[config.mk]
export PLATFORM = sky130hd
export DESIGN_NAME = mcl86_biu_cmd_responder
export DESIGN_NICKNAME = d
export VERILOG_FILES = /design/src/rtl/mcl86_biu_pkg.sv /design/src/rtl/mcl86_biu_addr_gen.sv /design/src/rtl/mcl86_biu_cmd_responder.sv
export SDC_FILE = /design/constraint.sdc
export NUM_CORES = 1
export LEC_CHECK = 0
export ABC_CLOCK_PERIOD_IN_PS = 5700
export CORE_MARGIN = 10
export CORE_UTILIZATION = 60
export DETAILED_ROUTE_END_ITERATION = 12
export DONT_BUFFER_PORTS = 1
export PLACE_DENSITY = 0.78
export SYNTH_ARGS = -nofsm -noshare
export SYNTH_HDL_FRONTEND = slang
export SYNTH_SLANG_ARGS = --single-unit
[constraint.sdc]
create_clock -name CORE_CLK_INT -period 5.7 [get_ports CORE_CLK_INT]
set_clock_uncertainty 0.1 [all_clocks]
set_input_delay 0.285 -clock CORE_CLK_INT [delete_from_list [all_inputs] [get_ports CORE_CLK_INT]]
set_output_delay 0.285 -clock CORE_CLK_INT [all_outputs]
set_load 0.02 [all_outputs]
[src/rtl/mcl86_biu_pkg.sv]
// Shared definitions for the EU->BIU command responder: command field
// positions, op codes, segment selects and the responder state encoding.
package mcl86_biu_pkg;

    localparam int CMD_REQ    = 9;
    localparam int CMD_WORD   = 8;
    localparam int CMD_SEG_HI = 4;
    localparam int CMD_SEG_LO = 3;
    localparam int CMD_OP_HI  = 2;
    localparam int CMD_OP_LO  = 0;

    localparam logic [2:0] BIU_OP_MRD   = 3'd0;
    localparam logic [2:0] BIU_OP_MWR   = 3'd1;
    localparam logic [2:0] BIU_OP_IORD  = 3'd2;
    localparam logic [2:0] BIU_OP_IOWR  = 3'd3;
    localparam logic [2:0] BIU_OP_INTA  = 3'd4;
    localparam logic [2:0] BIU_OP_FLUSH = 3'd5;
    localparam logic [2:0] BIU_OP_NOP   = 3'd6;

    typedef enum logic [1:0] {
        SEG_ES = 2'b00,
        SEG_SS = 2'b01,
        SEG_CS = 2'b10,
        SEG_DS = 2'b11
    } seg_sel_e;

    typedef enum logic [2:0] {
        ST_IDLE = 3'd0,
        ST_ARB  = 3'd1,
        ST_CYC1 = 3'd2,
        ST_CYC2 = 3'd3,
        ST_DONE = 3'd4
    } biu_state_e;

    function automatic logic op_is_read(input logic [2:0] op);
        return (op == BIU_OP_MRD) || (op == BIU_OP_IORD) || (op == BIU_OP_INTA);
    endfunction

    function automatic logic op_is_write(input logic [2:0] op);
        return (op == BIU_OP_MWR) || (op == BIU_OP_IOWR);
    endfunction

    function automatic logic op_is_io(input logic [2:0] op);
        return (op == BIU_OP_IORD) || (op == BIU_OP_IOWR);
    endfunction

endpackage

[src/rtl/mcl86_biu_addr_gen.sv]
// Segment register mux and physical / I/O address formation for the
// responder's byte cycles; purely combinational.
module mcl86_biu_addr_gen
    import mcl86_biu_pkg::*;
#(
    parameter int SEG_SHIFT = 4,
    parameter int IO_ADDR_W = 16
) (
    input  logic [1:0]  seg_sel,
    input  logic [15:0] seg_es,
    input  logic [15:0] seg_ss,
    input  logic [15:0] seg_cs,
    input  logic [15:0] seg_ds,
    output logic [15:0] seg_sel_val,
    input  logic [15:0] seg_base,
    input  logic [15:0] offset,
    input  logic [2:0]  op,
    input  logic        second,
    output logic [19:0] phys_addr
);

    logic [15:0]          off_eff;
    logic [19:0]          seg_ext;
    logic [IO_ADDR_W-1:0] io_port;

    always_comb begin
        case (seg_sel)
            SEG_ES:  seg_sel_val = seg_es;
            SEG_SS:  seg_sel_val = seg_ss;
            SEG_CS:  seg_sel_val = seg_cs;
            default: seg_sel_val = seg_ds;
        endcase
    end

    // The second byte wraps inside the 64K segment, not into the next one.
    assign off_eff = second ? (offset + 16'd1) : offset;
    assign seg_ext = 20'(seg_base) << SEG_SHIFT;
    assign io_port = off_eff[IO_ADDR_W-1:0];

    always_comb begin
        if (op == BIU_OP_INTA) begin
            phys_addr = 20'h0_0000;
        end else if (op_is_io(op)) begin
            phys_addr = 20'(io_port);
        end else begin
            phys_addr = seg_ext + {4'h0, off_eff};
        end
    end

endmodule

[src/rtl/mcl86_biu_cmd_responder.sv]
// BIU side of the EU command handshake: arbitrates the 8-bit bus against the
// prefetcher, runs one or two byte cycles and reports completion as a level.
//
// state   | meaning
// IDLE    | waiting for a new EU request (BIU_DONE low)
// ARB     | command latched, waiting for the prefetcher to release the bus
// CYC1    | first byte cycle on the bus, BUS_REQ held until BUS_ACK
// CYC2    | second byte cycle (offset+1, high data byte)
// DONE    | BIU_DONE high until the EU drops its request
module mcl86_biu_cmd_responder
    import mcl86_biu_pkg::*;
#(
    parameter int SEG_SHIFT = 4,
    parameter int IO_ADDR_W = 16
) (
    input  logic        CORE_CLK_INT,
    input  logic        RESET_INT,
    input  logic [15:0] EU_BIU_COMMAND,
    input  logic [15:0] EU_BIU_DATAOUT,
    input  logic [15:0] EU_REGISTER_R3,
    input  logic [15:0] BIU_REGISTER_ES,
    input  logic [15:0] BIU_REGISTER_SS,
    input  logic [15:0] BIU_REGISTER_CS,
    input  logic [15:0] BIU_REGISTER_DS,
    output logic        BIU_DONE,
    output logic [15:0] BIU_RETURN_DATA,
    input  logic        PFQ_BUS_BUSY,
    output logic        PFQ_FLUSH,
    output logic [15:0] PFQ_NEW_IP,
    output logic        BUS_REQ,
    output logic [19:0] BUS_ADDR,
    output logic        BUS_WR,
    output logic        BUS_IO,
    output logic        BUS_INTA,
    output logic [7:0]  BUS_DOUT,
    input  logic [7:0]  BUS_DIN,
    input  logic        BUS_ACK
);

    biu_state_e  state_q, state_d;
    logic        second_q, second_d;
    logic        word_q, word_d;
    logic [2:0]  op_q, op_d;
    logic [15:0] seg_q, seg_d;
    logic [15:0] offset_q, offset_d;
    logic [15:0] data_q, data_d;
    logic        done_q, done_d;
    logic [15:0] ret_q, ret_d;
    logic        flush_q, flush_d;
    logic [15:0] new_ip_q, new_ip_d;
    logic        bus_req_q, bus_req_d;
    logic [19:0] bus_addr_q, bus_addr_d;
    logic        bus_wr_q, bus_wr_d;
    logic        bus_io_q, bus_io_d;
    logic        bus_inta_q, bus_inta_d;
    logic [7:0]  bus_dout_q, bus_dout_d;

    logic        req_in;
    logic        word_in;
    logic [1:0]  seg_sel_in;
    logic [2:0]  op_in;
    logic        accept;
    logic        two_bytes;
    logic [15:0] seg_sel_val;
    logic [19:0] phys_addr;
    logic        unused_cmd;

    assign req_in     = EU_BIU_COMMAND[CMD_REQ];
    assign word_in    = EU_BIU_COMMAND[CMD_WORD];
    assign seg_sel_in = EU_BIU_COMMAND[CMD_SEG_HI:CMD_SEG_LO];
    assign op_in      = EU_BIU_COMMAND[CMD_OP_HI:CMD_OP_LO];
    assign unused_cmd = ^{EU_BIU_COMMAND[15:10], EU_BIU_COMMAND[7:5]};

    // Only IDLE with DONE low accepts, so the EU always sees DONE fall.
    assign accept    = (state_q == ST_IDLE) && req_in && !done_q;
    assign two_bytes = word_q && (op_q != BIU_OP_INTA);

    mcl86_biu_addr_gen #(
        .SEG_SHIFT (SEG_SHIFT),
        .IO_ADDR_W (IO_ADDR_W)
    ) u_addr_gen (
        .seg_sel     (seg_sel_in),
        .seg_es      (BIU_REGISTER_ES),
        .seg_ss      (BIU_REGISTER_SS),
        .seg_cs      (BIU_REGISTER_CS),
        .seg_ds      (BIU_REGISTER_DS),
        .seg_sel_val (seg_sel_val),
        .seg_base    (seg_q),
        .offset      (offset_q),
        .op          (op_q),
        .second      (second_q),
        .phys_addr   (phys_addr)
    );

    always_ff @(posedge CORE_CLK_INT) begin
        if (RESET_INT) begin
            state_q    <= ST_IDLE;
            second_q   <= 1'b0;
            word_q     <= 1'b0;
            op_q       <= 3'd0;
            seg_q      <= 16'h0000;
            offset_q   <= 16'h0000;
            data_q     <= 16'h0000;
            done_q     <= 1'b0;
            ret_q      <= 16'h0000;
            flush_q    <= 1'b0;
            new_ip_q   <= 16'h0000;
            bus_req_q  <= 1'b0;
            bus_addr_q <= 20'h0_0000;
            bus_wr_q   <= 1'b0;
            bus_io_q   <= 1'b0;
            bus_inta_q <= 1'b0;
            bus_dout_q <= 8'h00;
        end else begin
            state_q    <= state_d;
            second_q   <= second_d;
            word_q     <= word_d;
            op_q       <= op_d;
            seg_q      <= seg_d;
            offset_q   <= offset_d;
            data_q     <= data_d;
            done_q     <= done_d;
            ret_q      <= ret_d;
            flush_q    <= flush_d;
            new_ip_q   <= new_ip_d;
            bus_req_q  <= bus_req_d;
            bus_addr_q <= bus_addr_d;
            bus_wr_q   <= bus_wr_d;
            bus_io_q   <= bus_io_d;
            bus_inta_q <= bus_inta_d;
            bus_dout_q <= bus_dout_d;
        end
    end

    always_comb begin
        state_d = state_q;
        case (state_q)
            ST_IDLE: begin
                if (accept) begin
                    if (op_in >= BIU_OP_FLUSH) state_d = ST_DONE;
                    else                       state_d = ST_ARB;
                end
            end
            ST_ARB: begin
                if (!PFQ_BUS_BUSY) state_d = second_q ? ST_CYC2 : ST_CYC1;
            end
            ST_CYC1: begin
                if (BUS_ACK) state_d = two_bytes ? ST_ARB : ST_DONE;
            end
            ST_CYC2: begin
                if (BUS_ACK) state_d = ST_DONE;
            end
            ST_DONE: begin
                if (!req_in) state_d = ST_IDLE;
            end
            default: state_d = ST_IDLE;
        endcase
    end

    always_comb begin
        second_d   = second_q;
        word_d     = word_q;
        op_d       = op_q;
        seg_d      = seg_q;
        offset_d   = offset_q;
        data_d     = data_q;
        ret_d      = ret_q;
        flush_d    = 1'b0;
        new_ip_d   = new_ip_q;
        bus_req_d  = bus_req_q;
        bus_addr_d = bus_addr_q;
        bus_wr_d   = bus_wr_q;
        bus_io_d   = bus_io_q;
        bus_inta_d = bus_inta_q;
        bus_dout_d = bus_dout_q;
        done_d     = (state_d == ST_DONE);

        case (state_q)
            ST_IDLE: begin
                if (accept) begin
                    second_d = 1'b0;
                    word_d   = word_in;
                    op_d     = op_in;
                    seg_d    = seg_sel_val;
                    offset_d = EU_REGISTER_R3;
                    data_d   = EU_BIU_DATAOUT;
                    if (op_in == BIU_OP_FLUSH) begin
                        flush_d  = 1'b1;
                        new_ip_d = EU_REGISTER_R3;
                    end
                end
            end
            ST_ARB: begin
                if (!PFQ_BUS_BUSY) begin
                    bus_req_d  = 1'b1;
                    bus_addr_d = phys_addr;
                    bus_wr_d   = op_is_write(op_q);
                    bus_io_d   = op_is_io(op_q);
                    bus_inta_d = (op_q == BIU_OP_INTA);
                    if (op_is_write(op_q)) bus_dout_d = second_q ? data_q[15:8] : data_q[7:0];
                    else                   bus_dout_d = 8'h00;
                end
            end
            ST_CYC1: begin
                if (BUS_ACK) begin
                    bus_req_d = 1'b0;
                    second_d  = two_bytes;
                    if (op_is_read(op_q)) begin
                        ret_d[7:0] = BUS_DIN;
                        if (!two_bytes) ret_d[15:8] = 8'h00;
                    end
                end
            end
            ST_CYC2: begin
                if (BUS_ACK) begin
                    bus_req_d = 1'b0;
                    if (op_is_read(op_q)) ret_d[15:8] = BUS_DIN;
                end
            end
            default: ;
        endcase
    end

    assign BIU_DONE        = done_q;
    assign BIU_RETURN_DATA = ret_q;
    assign PFQ_FLUSH       = flush_q;
    assign PFQ_NEW_IP      = new_ip_q;
    assign BUS_REQ         = bus_req_q;
    assign BUS_ADDR        = bus_addr_q;
    assign BUS_WR          = bus_wr_q;
    assign BUS_IO          = bus_io_q;
    assign BUS_INTA        = bus_inta_q;
    assign BUS_DOUT        = bus_dout_q;

endmodule

==> metrics.txt <==
#FFs+latches synth=122; pin count of the biggest net entering global routing=118; PortBufs=0; # setup viols final=0; vias in the first global route=5419; Worst Path Arrival=3690 ps; final WL=17500 um; worst hold slack=7.31 ps; reg-to-reg endpoint=BUS_ADDR[15]; Post-CTS Resized=0; total power=2.27 mW; Max Clock Freq=295 MHz; worst r2r path cells=11; Vias/cell=5.93; Avg Inst Size Synth=8.47 sq um; post-CTS setup buffer count=0; syn_nets=838; Area growth, synth to finish=20.5%; Post-DP HPWL=11700 um; number of non-filler instances in the completed layout=883; library cells used by synthesis=60; Hold Startpoint=EU_BIU_COMMAND[4]; cell count after synthesis=698; global route total overflow=0; worst slack at placement=2440 ps; Die W=119 um; fillers=698; crit end category=flip-flop; Post-Syn Area=5910 sq um; Synth Flop Type=dfxtp_1; Leak=2.65 nW; Crit path required time=6000 ps; Max Cap Viol=0; io pins=190; vias=5237; initial core utilization=0.610; commonest cells after routing, fill and taps aside=nand2_1 (160), dfxtp_1 (122), a21oi_1 (98), dlygate4sd3_1 (59), nor2_1 (41); ant diodes=0; Power Dens Cells=319 nW/um^2; share of post-route cells with drive strength above 1=0.111; Core Rows=36; crit path launch type=flip-flop; ys async rst share=0; Fin. Hold Viols=0; Clk Latency, worst-skew pair=520 ps; TritonCTS clock tree=yes; DRC Markers=0; initial antenna violation count=0; Clock Tree Buf Depth=2; global-route wire length before repair=28100 um; RSZ-0062 raised after global routing=no; post-synthesis sequential area ratio=0.413; die area=14200 sq um; H-tree depth=4; critical path type=flip-flop to flip-flop; worst slew pin tran=1030 ps; fin. max-slew vios=0; TritonCTS Buffers=17; warnings from Yosys=0; Worst VDD drop=0.178 mV; worst hold path class=primary input to flip-flop; first drt pass iteration count=5; status=completed; clk sinks=122; Final Net Count=877; Antenna Nets Post-Route=0; hold depth=3; setup TNS=0 ps; internal reg-to-reg setup slack=2310 ps; Final Wtd Congestion=0.890; largest fanout on the critical path=7; headroom to the max-slew limit=0.315; Final Cycle Share=0.594; DP Cell Count=791; drt wl/cell=19.9 um; crit path time final=3390 ps; GRT Util Overall=0.243; r2r startpoint=offset_q[3]; clk root buf=clkbuf_8; commonest non-fill, non-tap cell in the layout=nand2_1; DIE HEIGHT=119 um; fin worst setup slack=2310 ps; Post-synth EDFFs=0; Core Area=9680 sq um; Hold Path Sink=seg_q[4]; Initial DRC Count=373; Clock Pin Slew Worst Setup and Hold Paths=60 ps
-- sequential cells by signal (all words and copies together), names as in the netlist, 8 cells and up --
register and count:
data_q 16, offset_q 16, PFQ_NEW_IP 16, BUS_DOUT 8, BIU_RETURN_DATA 16, seg_q 16, BUS_ADDR 20
-- area by class of cell --
type,instances,area [sq um],area share
repair buffers,63,641,0.0899
flip-flops and latches,122,2440,0.343
inverters,10,37.5,0.00527
multi-input cells,523,3250,0.456
clock inverters,13,159,0.0223
well taps,133,166,0.0234
clock buffers,19,432,0.0606
-- critical path, stage by stage (launching register included) --
cell	delay [ps]
dfxtp_1	430
and4_1	270
nand3_1	230
nor3_1	290
xor2_1	380
ha_1	380
and3_1	190
nand3_1	90
o211ai_1	130
or2_2	340
xor2_1	150
a221o_1	290
-- synthesized netlist by cell type, types with 6 or more instances --
master	n	share of area
inv_1	10	0.0064
nand3_1	16	0.014
mux4_2	16	0.061
a22oi_1	11	0.014
xor2_1	14	0.021
a21oi_1	98	0.083
dfxtp_1	122	0.41
nand4_1	8	0.0085
a21oi_2	9	0.013
nor2_1	41	0.026
mux2i_1	19	0.032
xnor2_1	9	0.013
clkbuf_1	32	0.020
ha_1	15	0.032
nor3_1	19	0.016
nand2_2	9	0.0095
nand2_1	160	0.10
buf_2	6	0.0051
-- report_power, final --
group / total [mW] / switching (mW) / internal, mW
clock: 1.07 / 0.427 / 0.648
sequential: 0.940 / 0.0479 / 0.892
combinational: 0.257 / 0.146 / 0.112
-- stage by stage --
step           utilization  area [sq um]
2_1_floorplan            -          5910
3_3_place_gp         0.611          5910
3_5_place_dp         0.611          5910
4_1_cts              0.736          7120
5_1_grt              0.736          7120
6_report             0.736          7120
-- cells by family (layout without fill, tap and decap cells) --
group                    count (synthesis)  after routing  share of synthesized area
XOR/XNOR                                23             23                     0.0341
adder cells (fa/ha/maj)                 16             16                     0.0351
AO/OA/AOI/OAI                          158            158                      0.160
flip-flops                             122            122                      0.413
buffers and inverters                   53            105                     0.0387
multiplexers                            36             36                     0.0950
AND/OR/NAND/NOR                        290            290                      0.223
-- how the worst max path moves through the flow --
stage	endpoint	startpoint	slack, ps
6_report	BUS_ADDR[15]	offset_q[3]	2310
5_1_grt	BUS_ADDR[16]	offset_q[3]	2070
4_1_cts	BUS_ADDR[18]	offset_q[3]	2350
3_5_place_dp	BUS_ADDR[15]	offset_q[3]	2440
3_3_place_gp	BUS_ADDR[18]	offset_q[3]	2490
2_1_floorplan	BUS_ADDR[18]	offset_q[0]	2800
-- routing by layer --
layer / global-route usage / vias to the layer above / part of all wire
met4: 0.0802 / 0 / 0.019
met5: 0 / - / 0
li1: - / 2522 / -
met2: 0.439 / 188 / 0.52
met3: 0.0874 / 34 / 0.085
met1: 0.257 / 2493 / 0.37
-- what timing repair did --
| item | CTS | global route |
|---|---|---|
| endpoints found under the setup margin | 0 | 0 |
| hold buffers | 60 | 0 |
| hold endpoints to repair | 119 | 0 |
(Power assumes the default switching activity.)
